### src/rtl/shift_arbiter.sv
`default_nettype none
// shift_arbiter: two valid/ready requesters share one 16-bit barrel shifter
// through a round-robin grant; the result is returned on a registered channel. Rev 1.0

module shifter (
  input  logic [15:0] data,
  input  logic [3:0]  shamt,
  input  logic [1:0]  mode,
  output logic [15:0] result
);
  always_comb begin
    case (mode)
      2'b00:   result = data << shamt;
      2'b01:   result = $signed(data) >>> shamt;
      // The left-shift term is 16 bits wide, so shamt=0 shifts it fully out.
      2'b10:   result = (data >> shamt) | (data << (5'd16 - {1'b0, shamt}));
      default: result = 16'h0000;
    endcase
  end
endmodule

module shift_arbiter #(
  parameter bit PRIO_INIT = 1'b0
) (
  input  logic        clk,
  input  logic        rst,
  input  logic        req0_valid,
  output logic        req0_ready,
  input  logic [15:0] req0_data,
  input  logic [3:0]  req0_shamt,
  input  logic [1:0]  req0_mode,
  input  logic        req1_valid,
  output logic        req1_ready,
  input  logic [15:0] req1_data,
  input  logic [3:0]  req1_shamt,
  input  logic [1:0]  req1_mode,
  output logic        resp_valid,
  input  logic        resp_ready,
  output logic        resp_id,
  output logic [15:0] resp_data,
  output logic        resp_zero,
  output logic        resp_err
);
  typedef enum logic [1:0] {
    S_IDLE = 2'd0,
    S_EXEC = 2'd1,
    S_RESP = 2'd2
  } state_t;

  state_t      state_q, state_d;
  logic        prio_q, prio_d;
  logic [15:0] op_data_q, op_data_d;
  logic [3:0]  op_shamt_q, op_shamt_d;
  logic [1:0]  op_mode_q, op_mode_d;
  logic        op_id_q, op_id_d;
  logic        resp_valid_q, resp_valid_d;
  logic        resp_id_q, resp_id_d;
  logic [15:0] resp_data_q, resp_data_d;
  logic        resp_zero_q, resp_zero_d;
  logic        resp_err_q, resp_err_d;

  logic        grant;
  logic        offer;
  logic        accept;
  logic [15:0] shift_res;

  shifter u_shifter (
    .data   (op_data_q),
    .shamt  (op_shamt_q),
    .mode   (op_mode_q),
    .result (shift_res)
  );

  // With a single requester valid it wins outright; only a tie consults prio.
  always_comb begin
    grant      = (req0_valid && req1_valid) ? prio_q : req1_valid;
    offer      = !rst && (state_q == S_IDLE) && (req0_valid || req1_valid);
    req0_ready = offer && !grant;
    req1_ready = offer && grant;
    accept     = (req0_valid && req0_ready) || (req1_valid && req1_ready);
  end

  always_comb begin
    state_d      = state_q;
    prio_d       = prio_q;
    op_data_d    = op_data_q;
    op_shamt_d   = op_shamt_q;
    op_mode_d    = op_mode_q;
    op_id_d      = op_id_q;
    resp_valid_d = resp_valid_q;
    resp_id_d    = resp_id_q;
    resp_data_d  = resp_data_q;
    resp_zero_d  = resp_zero_q;
    resp_err_d   = resp_err_q;
    case (state_q)
      S_IDLE: begin
        if (accept) begin
          op_data_d  = grant ? req1_data  : req0_data;
          op_shamt_d = grant ? req1_shamt : req0_shamt;
          op_mode_d  = grant ? req1_mode  : req0_mode;
          op_id_d    = grant;
          prio_d     = !grant;
          state_d    = S_EXEC;
        end
      end
      S_EXEC: begin
        resp_data_d  = shift_res;
        resp_zero_d  = (shift_res == 16'h0000);
        resp_err_d   = (op_mode_q == 2'b11);
        resp_id_d    = op_id_q;
        resp_valid_d = 1'b1;
        state_d      = S_RESP;
      end
      S_RESP: begin
        if (resp_ready) begin
          resp_valid_d = 1'b0;
          state_d      = S_IDLE;
        end
      end
      default: state_d = S_IDLE;
    endcase
  end

  always_ff @(posedge clk or posedge rst) begin
    if (rst) begin
      state_q      <= S_IDLE;
      prio_q       <= PRIO_INIT;
      op_data_q    <= 16'h0000;
      op_shamt_q   <= 4'h0;
      op_mode_q    <= 2'b00;
      op_id_q      <= 1'b0;
      resp_valid_q <= 1'b0;
      resp_id_q    <= 1'b0;
      resp_data_q  <= 16'h0000;
      resp_zero_q  <= 1'b0;
      resp_err_q   <= 1'b0;
    end else begin
      state_q      <= state_d;
      prio_q       <= prio_d;
      op_data_q    <= op_data_d;
      op_shamt_q   <= op_shamt_d;
      op_mode_q    <= op_mode_d;
      op_id_q      <= op_id_d;
      resp_valid_q <= resp_valid_d;
      resp_id_q    <= resp_id_d;
      resp_data_q  <= resp_data_d;
      resp_zero_q  <= resp_zero_d;
      resp_err_q   <= resp_err_d;
    end
  end

  assign resp_valid = resp_valid_q;
  assign resp_id    = resp_id_q;
  assign resp_data  = resp_data_q;
  assign resp_zero  = resp_zero_q;
  assign resp_err   = resp_err_q;
endmodule

`default_nettype wire

### config.mk
export PLATFORM = sky130hd
export DESIGN_NAME = shift_arbiter
export DESIGN_NICKNAME = d
export VERILOG_FILES = /design/src/rtl/shift_arbiter.sv
export SDC_FILE = /design/constraint.sdc
export NUM_CORES = 1
export LEC_CHECK = 0
export ABC_CLOCK_PERIOD_IN_PS = 3000
export BUFFER_PORTS_ARGS = -buffer_cell sky130_fd_sc_hd__buf_2
export CORE_ASPECT_RATIO = 1.4
export CORE_UTILIZATION = 54
export CTS_BUF_LIST = sky130_fd_sc_hd__clkbuf_4 sky130_fd_sc_hd__clkbuf_8
export DETAILED_ROUTE_END_ITERATION = 6
export PLACE_DENSITY_LB_ADDON = 0.1
export RECOVER_POWER = 25
export SKIP_LAST_GASP = 1
export SYNTH_ARGS = -nofsm -noshare
export SYNTH_HDL_FRONTEND = slang
export SYNTH_HIERARCHICAL = 1
export SYNTH_SLANG_ARGS = --single-unit
### constraint.sdc
create_clock -name clk -period 3 [get_ports clk]
set_input_delay 0.3 -clock clk [delete_from_list [all_inputs] [get_ports clk]]
set_output_delay 0.3 -clock clk [all_outputs]
set_load 0.005 [all_outputs]
==> results of run 1 <==
==> worst max-delay path: stages (launching register included) <==
cell,delay [ns]
dfrtp_2,0.47
inv_1,0.10
ha_2,0.19
xor2_1,0.24
buf_12,0.20
mux2_2,0.37
mux2i_2,0.28
buf_4,0.18
a311oi_1,0.08
a31oi_1,0.32
nor4_1,0.10
nand4_1,0.08
o21ai_0,0.07
==> per-stage QoR <==
| stage | util | total power, W | std cells |
|---|---|---|---|
| after detailed placement | 0.6330 | 0.007588 | 657 |
| after floorplan | - | 0.005456 | 484 |
| after global placement | 0.6330 | 0.007554 | 657 |
| after CTS | 0.6435 | 0.008012 | 665 |
| final | 0.6500 | 0.008307 | 668 |
| after global routing | 0.6500 | 0.008762 | 668 |
==> cells in the mapped netlist, drive strengths merged (2+ instances only) <==
cell and count:
a221o 23, o32ai 5, a21boi 22, o211ai 5, buf 30, nand2 29, mux2 35, a22oi 6
o22ai 3, a311oi 3, a31oi 7, o21bai 2, mux2i 38, a41oi 2, o21ai 22, or3 5
o2111ai 3, nand2b 8, nor2b 4, o2bb2ai 3, nor2 33, o221ai 3, inv 8, o211a 2
clkbuf 31, and3 3, or2 5, o32a 2, a21oi 16, nand4 2, mux4 39, a211oi 5
a221oi 2, a32oi 2, nor4 6, a22o 2, nor3 9, nand3 6, dfrtp 46
==> worst max path at each step <==
stage                     end  slack (ns)  cells past startpoint
floorplan           resp_zero        0.01                     14
global placement    resp_zero        0.14                     12
detailed placement  resp_zero        0.05                      8
CTS                 resp_zero        0.01                      8
global route        resp_zero        0.03                     11
finish              resp_zero        0.17                     12
==> placed cells by master (no fill, tap or decap), drive strengths merged, types with 4 or more instances in the layout <==
master,instances
nand3,6
nand2,29
a21oi,16
mux2,35
mux2i,38
a221o,23
nor2,33
o32ai,5
o21ai,22
a22oi,6
clkbuf,6
nand2b,8
or3,5
inv,8
buf,131
a21boi,22
nor4,6
or2,5
nor3,9
mux4,39
o211ai,5
dfrtp,46
a211oi,5
a31oi,7
nor2b,4
==> final cells by class <==
type                       count  share of cell area
sequential                    46              0.2064
tap                          105             0.02348
multi-input combinational    369              0.5986
clock inverter                 3            0.003801
timing repair buffer         132              0.1500
inverter                       8            0.005367
clock buffer                   5             0.01230
==> report_power, final <==
part           leakage, nW  internal (W)  total [W]  switching (W)
Combinational         1.75       0.00314    0.00643        0.00328
Sequential           0.572      0.000884    0.00148       0.000598
Clock               0.0441      0.000164   0.000400       0.000236
==> flip-flops by register name, indices dropped and copies added, names as in the netlist <==
signal      flops
op_id_q         1
resp_err        1
resp_zero       1
resp_id         1
op_data_q      16
op_shamt_q      4
resp_data      16
prio_q          1
op_mode_q       2
resp_valid      1
state_q         2
==> cells by family (layout without fill, tap and decap cells) <==
group | Yosys count | after routing | synth area share
buffers and inverters | 69 | 148 | 0.07513
muxes | 112 | 112 | 0.3453
xor gates and xnor gates | 1 | 1 | 0.001814
adders and majority gates | 1 | 1 | 0.002590
AOI/OAI and AO/OA | 141 | 141 | 0.2200
DFF | 46 | 46 | 0.2383
and+or+nand+nor | 114 | 114 | 0.1168
==> repair_timing <==
item	CTS	global route
endpoints found under the setup margin	0	3
buffers inserted	0	4
gates resized for setup	0	8
==> routing by layer <==
metal / vias to the layer above / share of wire
met3: 80 / 0.075
li1: 2063 / -
met4: 0 / 0.063
met2: 335 / 0.50
met5: - / 0
met1: 2282 / 0.36
==> results.md, run 1 <==
- Seq/Total Area, Yosys: 0.2383
- Worst-Skew Late Latency: 0.32 ns
- Gp weighted congestion: 1.008
- Capturing point of the worst reg2reg path: resp_zero
- Site row count: 40
- Final Max Tran Viols: 47
- Final ANT Viol Nets: 0
- FF/Latch Area: 0.001155 mm²
- CTS H-Tree Depth: 2
- Asr flop ratio synth: 1.000
- WP data required: 3.16 ns
- Violated checks: capacitance limit, slew limit
- Pre-antenna DRT Iters: 5
- Port Buffers: 70
- Max VDD drop: 0.7238 mV
- Place WS: 0.04688 ns
- Max-Cap Viols: 1
- Post-synth EDFFs: 0
- Hpwl dp: 12,380 µm
- Syn Std Cell Area: 0.004830 mm²
- Post-synth net total: 534
- Routed WL per cell: 24.38 µm
- Multi-input logic area: 0.003349 mm²
- Starting density of the core: 0.5610
- Mapped Cells: 484
- Met3 Resource Use GR: 0.05760
- Clk_skew: 0.01059 ns
- Status: finished, violations left
- Min-delay worst type: input pin to register
- Ranking of synthesized cells by area: dfrtp_1 24%, mux4_2 16%, mux2i_1 7.9%
- Die area: 0.009331 mm²
- Setup-failing EPs final: 0
- Worst EP arrival: 2.99 ns
- Relative slew slack: -0.1447
- Post-Syn Area per Cell: 9.979 µm²
- Clock transition at path regs: 0.10 ns
- Final Cycle Share: 0.9450
- Final Hold Vio Count: 0
- Worst slew pin tran: 1.715 ns
- Setup TNS: 0 ns
- Total global-route track usage: 0.3726
- Via count: 4,760
- # hold bufs at CTS: 0
- Root buf cell: clkbuf_8
- Worst Hold End: state_q[1]
- Fraction of layout cells with a size suffix above 1: 0.4050
- Initial DRC count: 494
- Die Ht: 113.9 µm
- Crit. Startpoint: op_shamt_q[1]
- WS Path Type: register to register
- Hold_ws: 0.1997 ns
- Core area: 0.008608 mm²
- Distinct cells, synth: 59
- Buffer depth of the longest clock path: 2
- GR met1 Demand/Resource: 0.4546
- Design area: 0.005595 mm²
- Area Growth Syn to Fin: 15.85%
- Yosys top cell by area: dfrtp_1
- YS warnings: 6
- LEAKAGE: 2.371 nW
- Peak fanout along the critical path: 20
- First-pass GRT wire length: 25,540 µm
- Num CTS Buffers: 5
- Synth top area share: 0.2383
- CTS tree: built
- Register bit total from synthesis: 46
- Largest net degree at the start of global routing: 47
- PD cells: 1485 mW/mm²
- R2R Setup Slk: 0.17 ns
- GRT met2 Usage: 0.6209
- Via density: 7.126
- Vias in the first global route: 4,560
- Antenna diodes: 0
- R2R cell count: 12
- Worst hold start: resp_ready
- Main flop type after synthesis: dfrtp_1
- Tmin final: 2.835 ns
- Aggregate routed wire length: 16,290 µm
- DRC errors left: 0
- Initial antenna violation count: 0
- PnR worst setup slack: 0.1651 ns
- Fillers: 703
- CP endpoint kind: register
- Nets: 612
- Top Ports: 71
- Worst r2r src: op_shamt_q[1]
- WHS Path Cells: 2
- Most Crowded Layer GR: met2
- Max Fclk: 352.7 MHz
- Grt total ovfl: 0
- Chip Width: 81.93 µm
- Placed inst area: 0.005449 mm²
- Clk sinks: 46
- RSZ-0062 raised after global routing: false
- CP startpoint kind: register
No activity file was read; power rests on OpenSTA's default activity.
==> run 2: changes to the inputs <==
--- a/config.mk
+++ b/config.mk
@@ -5,10 +5,10 @@
 export SDC_FILE = /design/constraint.sdc
 export NUM_CORES = 1
 export LEC_CHECK = 0
-export ABC_CLOCK_PERIOD_IN_PS = 3000
+export ABC_CLOCK_PERIOD_IN_PS = 3250
 export BUFFER_PORTS_ARGS = -buffer_cell sky130_fd_sc_hd__buf_2
 export CORE_ASPECT_RATIO = 1.4
-export CORE_UTILIZATION = 54
+export CORE_UTILIZATION = 60
 export CTS_BUF_LIST = sky130_fd_sc_hd__clkbuf_4 sky130_fd_sc_hd__clkbuf_8
 export DETAILED_ROUTE_END_ITERATION = 6
 export PLACE_DENSITY_LB_ADDON = 0.1
==> constraint.sdc (replaced) <==
create_clock -name clk -period 3.25 [get_ports clk]
set_input_delay 0.325 -clock clk [delete_from_list [all_inputs] [get_ports clk]]
set_output_delay 0.325 -clock clk [all_outputs]
set_load 0.005 [all_outputs]
==> run 2 against run 1 <==
  * The flow still finishes with violations (capacitance limit, slew limit)
  * Worst hold slack worse by 0.0062 ns
  * Design area is 4.7% lower
  * Clock power is 4% lower
  * Die area is 9.8% lower
  * Combinational power is 17% lower
  * Clock skew hardly changed
  * Global-route usage is 2.4 points higher
  * Routed wire length hardly changed
  * Maximum frequency is 5.4% lower
  * Worst setup slack better by 0.088 ns
  * Critical path type unchanged
  * Critical endpoint unchanged
==> results.md, run 2 (synthesis gave the netlist of run 1 again) <==
- Status: finished, violations left
- Violated checks: capacitance limit, slew limit
- CTS tree: built
- Num CTS Buffers: 5 (unchanged)
- CP startpoint kind: register
- Largest stage delay on the critical path: 0.44 ns (-0.03 ns)
- CP max-delay cell: dfrtp_2
- Comb pwr share: 0.749 (-0.025)
- Switching fraction of total power: 0.5156 (+0.02018)
- Clk sinks: 46 (unchanged)
- Largest net degree at the start of global routing: 55 (+17%)
- Via density: 7.452 (+4.6%)
- WP data required: 3.41 ns (+0.25 ns)
- Top Ports: 71 (unchanged)
- Total global-route track usage: 0.3968 (+0.02422)
- Root buf cell: clkbuf_8
- Multi-input logic area: 0.003316 mm² (-1.0%)
- Final Cycle Share: 0.9222 (-0.02277)
- Die Ht: 108.2 µm (-5.0%)
- Worst-path cell chain: inv_1, ha_1, xor2_1, buf_12, mux2_2, mux2i_1, a311oi_1, a31oi_1, nor4_1, nand4_1, o21ai_0
- Min-delay worst type: input pin to register
- Worst EP arrival: 3.16 ns (+0.17 ns)
- Clk_skew: 0.01089 ns (+0.0003038 ns)
- Flop pwr share: 0.197 (+0.019)
- Final Hold Vio Count: 0 (unchanged)
- Site row count: 38 (-5.0%)
- Nets: 580 (-5.2%)
- Final ANT Viol Nets: 0 (unchanged)
- PD cells: 1343 mW/mm² (-9.5%)
- First-pass GRT wire length: 24,900 µm (-2.5%)
- Aggregate routed wire length: 16,280 µm (about the same)
- Max VDD drop: 0.7033 mV (-2.8%)
- Buffer depth of the longest clock path: 2 (unchanged)
- Antenna diodes: 0 (unchanged)
- # hold bufs at CTS: 0 (unchanged)
- Fraction of layout cells with a size suffix above 1: 0.3540 (-0.05092)
- Place WS: 0.3339 ns (+0.2870 ns)
- RSZ-0062 raised after global routing: false
- Crit-path leading delay family: multiplexers
- Placed inst area: 0.005238 mm² (-3.9%)
- Core area: 0.007797 mm² (-9.4%)
- FF/Latch Area: 0.001154 mm² (-0.11%)
- CP endpoint kind: register
- Worst path bufs/invs: 2 (-1)
- Worst-Skew Late Latency: 0.32 ns (about the same)
- Fin util: 0.6836 (+0.03357)
- Setup-failing EPs final: 0 (unchanged)
- Fillers: 607 (-14%)
- Final Max Tran Viols: 47 (unchanged)
- Pint: 0.003469 W (-17%)
- Grt total ovfl: 0 (unchanged)
- Max Fclk: 333.7 MHz (-5.4%)
- Starting density of the core: 0.6194 (+0.05834)
- Vias in the first global route: 4,381 (-3.9%)
- Peak fanout along the critical path: 20 (unchanged)
- Design area: 0.005330 mm² (-4.7%)
- PnR worst setup slack: 0.2529 ns (+0.08777 ns)
- Cts repair resizes: 0 (unchanged)
- Hpwl dp: 12,020 µm (-2.9%)
- Die area: 0.008417 mm² (-9.8%)
- Gp weighted congestion: 1.014 (+0.66%)
- Commonest cells after routing, fill and taps aside: 69 x buf_2, 44 x dfrtp_1, 38 x mux2i_1
- Worst slew pin tran: 1.759 ns (+0.04404 ns)
- Via count: 4,702 (-1.2%)
- Port Buffers: 70 (unchanged)
- Routed WL per cell: 25.80 µm (+5.8%)
- Tmin final: 2.997 ns (+0.1622 ns)
- Psw: 0.003692 W (-10%)
- Setup Fix Bufs, Post-CTS: 0 (unchanged)
- Relative slew slack: -0.1741 (-0.02939)
- Initial DRC count: 570 (+15%)
- Commonest non-fill, non-tap cell in the layout: buf_2
- Area Growth Syn to Fin: 10.36%
- WS Path Type: register to register
- Clk network pwr share: 0.054 (+0.006)
- CTS H-Tree Depth: 2 (unchanged)
- Pre-antenna DRT Iters: 5 (unchanged)
- Chip Width: 77.83 µm (-5.0%)
- LEAKAGE: 2.220 nW (-6.4%)
- Clock transition at path regs: 0.10 ns (about the same)
- Max-Cap Viols: 1 (unchanged)
- Setup TNS: 0 ns (unchanged)
- DRC errors left: 0 (unchanged)
- Initial antenna violation count: 0 (unchanged)
==> run 2: cell types whose count changed in the layout (fill, tap and decap cells not counted), sizes merged <==
cell | before | now
buf | 131 | 99
clkinv | 2 | 1
inv | 8 | 9
==> run 2: layer usage <==
layer / GRT usage / vias up / wire (µm)
met1: 0.4683 / 2237 / 5658
met4: 0.2682 / 0 / 1143
met5: 0 / - / 0
met3: 0.05401 / 88 / 1465
li1: - / 2004 / -
met2: 0.6713 / 373 / 8011
==> run 2: path summary, 6_finish.rpt <==
| check | startpoint | endpoint | slack, ns | cells past startpoint |
|---|---|---|---|---|
| max | op_shamt_q[1] | resp_zero | 0.25 | 11 |
| min | resp_ready | state_q[1] | 0.19 | 2 |
| max reg2reg | op_shamt_q[1] | resp_zero | 0.25 | 11 |
| min reg2reg | resp_zero | resp_zero | 0.49 | 2 |
| max in group asynchronous | rst | op_shamt_q[0] | 1.53 | 2 |
| min in group asynchronous | rst | resp_id | 0.58 | 2 |
==> run 2: through the flow <==
stage               hold WS [ns]  cells  total power, W
CTS                       0.1868    631        0.006979
finish                    0.1935    631        0.007161
detailed placement        0.4820    623        0.006579
floorplan                 0.4323    484        0.005033
global route              0.2074    631        0.007457
global placement          0.4764    623        0.006521
==> run 2: power by group through the flow <==
stage	combinational (W)	sequential (W)	clock [W]
final	0.00536	0.00141	0.000385
after detailed placement	0.00519	0.00139	0
after global routing	0.00561	0.00144	0.000407
after global placement	0.00516	0.00136	0
after floorplan	0.00404	0.000997	0
after CTS	0.00520	0.00138	0.000396
==> run 2: final cells by class <==
cell class,count,share of cell area
sequential,46,0.2164
tap,100,0.02347
timing repair buffer,100,0.1148
clock inverter,3,0.004695
multi-input combinational,369,0.6221
clock buffer,5,0.01291
inverter,8,0.005634
==> run 3: changes to the inputs <==
--- a/config.mk
+++ b/config.mk
@@ -7,8 +7,10 @@
 export LEC_CHECK = 0
 export ABC_CLOCK_PERIOD_IN_PS = 3250
 export BUFFER_PORTS_ARGS = -buffer_cell sky130_fd_sc_hd__buf_2
+export CELL_PAD_IN_SITES_DETAIL_PLACEMENT = 2
+export CELL_PAD_IN_SITES_GLOBAL_PLACEMENT = 2
 export CORE_ASPECT_RATIO = 1.4
-export CORE_UTILIZATION = 60
+export CORE_UTILIZATION = 38
 export CTS_BUF_LIST = sky130_fd_sc_hd__clkbuf_4 sky130_fd_sc_hd__clkbuf_8
 export DETAILED_ROUTE_END_ITERATION = 6
 export PLACE_DENSITY_LB_ADDON = 0.1
==> run 3 against run 2 <==
  * The flow still finishes with violations (capacitance limit, slew limit)
  * Maximum frequency shrank 0.29%
  * Sequential share of layout area is 0.61 points lower
  * Via count down 1.7%
  * Design area is 2.9% higher
  * Worst setup slack lost 0.0088 ns
  * Count of clock-buffer cells in the layout up 1
  * Die area grew 56%
  * Sequential cell count did not move
  * Largest cell class unchanged
==> results.md, run 3 (synthesis gave the netlist of run 1 again) <==
- Die Ht: 135.4 µm (+25%)
- PD cells: 1382 mW/mm² (+2.8%)
- Commonest cells after routing, fill and taps aside: 69 x buf_2, 44 x dfrtp_1, 38 x mux2i_1
- Placed cell count: 680 (+9.1%)
- Starting density of the core: 0.3904 (-0.2290)
- CTS H-Tree Depth: 2 (unchanged)
- Setup Fix Bufs, Post-CTS: 0 (unchanged)
- Initial antenna violation count: 0 (unchanged)
- Most frequent cell on the critical path: buf_4
- Core area: 0.01237 mm² (+59%)
- Cts repair resizes: 0 (unchanged)
- Pint: 0.003632 W (+4.7%)
- CP startpoint kind: register
- LEAKAGE: 2.270 nW (+2.3%)
- CTS tree: built
- Nets: 587 (+1.2%)
- Worst-path cell chain: inv_2, ha_1, buf_4, nor4b_1, a41oi_1, o32ai_1, nor4bb_1, buf_4, a31oi_1, nor4_2, nand4_1, o21ai_0
- Final ANT Viol Nets: 0 (unchanged)
- Initial DRC count: 368 (-35%)
- Clk sinks: 46 (unchanged)
- Site row count: 48 (+26%)
- Setup-failing EPs final: 0 (unchanged)
- Pre-antenna DRT Iters: 5 (unchanged)
- Via count: 4,623 (-1.7%)
- Worst-Skew Late Latency: 0.31 ns (about the same)
- WS Path Type: register to register
- Routed WL per cell: 27.91 µm (+8.2%)
- # hold bufs at CTS: 0 (unchanged)
- Flop pwr share: 0.175 (-0.022)
- Via density: 6.719 (-9.8%)
- Peak fanout along the critical path: 8 (-60%)
- Antenna diodes: 0 (unchanged)
- Clock transition at path regs: 0.09 ns (about the same)
- Area Growth Syn to Fin: 13.58%
- Aggregate routed wire length: 19,200 µm (+18%)
- Setup TNS: 0 ns (unchanged)
- RSZ-0062 raised after global routing: false
- First-pass GRT wire length: 29,460 µm (+18%)
- Clk network pwr share: 0.049 (-0.005)
- Fraction of layout cells with a size suffix above 1: 0.3643 (+0.01026)
- Clk_skew: 0.008598 ns (-0.002292 ns)
- CP max-delay cell: dfrtp_2
- Final Hold Vio Count: 0 (unchanged)
- Gp weighted congestion: 0.9180 (-9.5%)
- Worst EP arrival: 3.23 ns (+0.07 ns)
- Final Max Tran Viols: 47 (unchanged)
- Vias in the first global route: 4,820 (+10%)
- Num CTS Buffers: 5 (unchanged)
- Crit-path leading delay family: simple AND/OR/NAND/NOR gates
- Worst slew pin tran: 1.797 ns (+0.03776 ns)
- R2R Setup Slk: 0.24 ns (about the same)
- Status: finished, violations left
- Min-delay worst type: input pin to register
- Tmin final: 3.006 ns (+0.008818 ns)
- Die area: 0.01317 mm² (+56%)
- Finished Layout Cells: 688 (+9.0%)
- Worst path bufs/invs: 3 (+1)
- Port Buffers: 70 (unchanged)
- WP data required: 3.48 ns (+0.07 ns)
- DRC errors left: 0 (unchanged)
- Largest stage delay on the critical path: 0.44 ns (about the same)
- Fillers: 1,375 (+130%)
- Max-Cap Viols: 1 (unchanged)
- Hpwl dp: 14,860 µm (+24%)
- Multi-input logic area: 0.003322 mm² (+0.19%)
- Top Ports: 71 (unchanged)
- CP endpoint kind: register
- Largest net degree at the start of global routing: 55 (unchanged)
- Total global-route track usage: 0.2946 (-0.1022)
- Switching fraction of total power: 0.5208 (+0.005216)
- Chip Width: 97.28 µm (+25%)
- Buffer depth of the longest clock path: 2 (unchanged)
- FF/Latch Area: 0.001154 mm² (unchanged)
- Violated checks: capacitance limit, slew limit
- Relative slew slack: -0.1993 (-0.02520)
- Max Fclk: 332.7 MHz (-0.29%)
- Grt total ovfl: 0 (unchanged)
- Commonest non-fill, non-tap cell in the layout: buf_2
- Psw: 0.003947 W (+6.9%)
- Max VDD drop: 0.6179 mV (-12%)
- Final Cycle Share: 0.9249 (+0.002713)
- Comb pwr share: 0.775 (+0.026)
- Root buf cell: clkbuf_8
==> run 3: changes by cell type in the layout (fill, tap and decap cells not counted) <==
cell / change
nor4_2: +1
inv_6: -1
buf_4: +4
clkinv_2: +1
buf_12: +3
clkbuf_4: +1
nor4_1: -1
clkinvlp_4: -1
==> run 3: path summary, 6_finish.rpt <==
| check | startpoint | end | depth (start not counted) |
|---|---|---|---|
| worst max-delay path | op_shamt_q[0] | resp_zero | 12 |
| worst min-delay path | req0_data[5] | op_data_q[5] | 2 |
| worst max register to register | op_shamt_q[0] | resp_zero | 12 |
| worst min register to register | resp_err | resp_err | 2 |
| max in group asynchronous | rst | op_shamt_q[0] | 2 |
| min in group asynchronous | rst | op_id_q | 2 |
==> run 3: layout make-up <==
cell class / instances / share of cell area
inverter: 8 / 0.005474
sequential: 46 / 0.2103
clock inverter: 2 / 0.002509
multi-input combinational: 369 / 0.6056
clock buffer: 6 / 0.01391
tap: 150 / 0.03422
timing repair buffer: 107 / 0.1280
==> run 3: metal layers <==
layer | routed length [µm] | track usage
met5 | 0 | 0
met2 | 10010 | 0.5243
met1 | 7375 | 0.3555
met4 | 969 | 0.1511
met3 | 854 | 0.02580
==> run 3: through the flow <==
stage | util | power (W) | hold WS [ns] | worst slack [ns] | cell area (µm²)
floorplan | - | 0.005033 | 0.4323 | 0.2176 | 4830
global placement | 0.4357 | 0.006939 | 0.4663 | 0.2009 | 5390
detailed placement | 0.4357 | 0.007114 | 0.4885 | 0.1832 | 5390
CTS | 0.4430 | 0.007516 | 0.2229 | 0.1579 | 5480
global route | 0.4434 | 0.007997 | 0.2225 | 0.02744 | 5485
finish | 0.4434 | 0.007579 | 0.2344 | 0.2441 | 5485
==> run 3: power by group through the flow <==
stage               Sequential (W)  Clock (W)  Combinational, W
finish                     0.00133   0.000372           0.00588
global route               0.00137   0.000407           0.00622
CTS                        0.00133   0.000389           0.00579
detailed placement         0.00135          0           0.00577
global placement           0.00132          0           0.00562
floorplan                 0.000997          0           0.00404
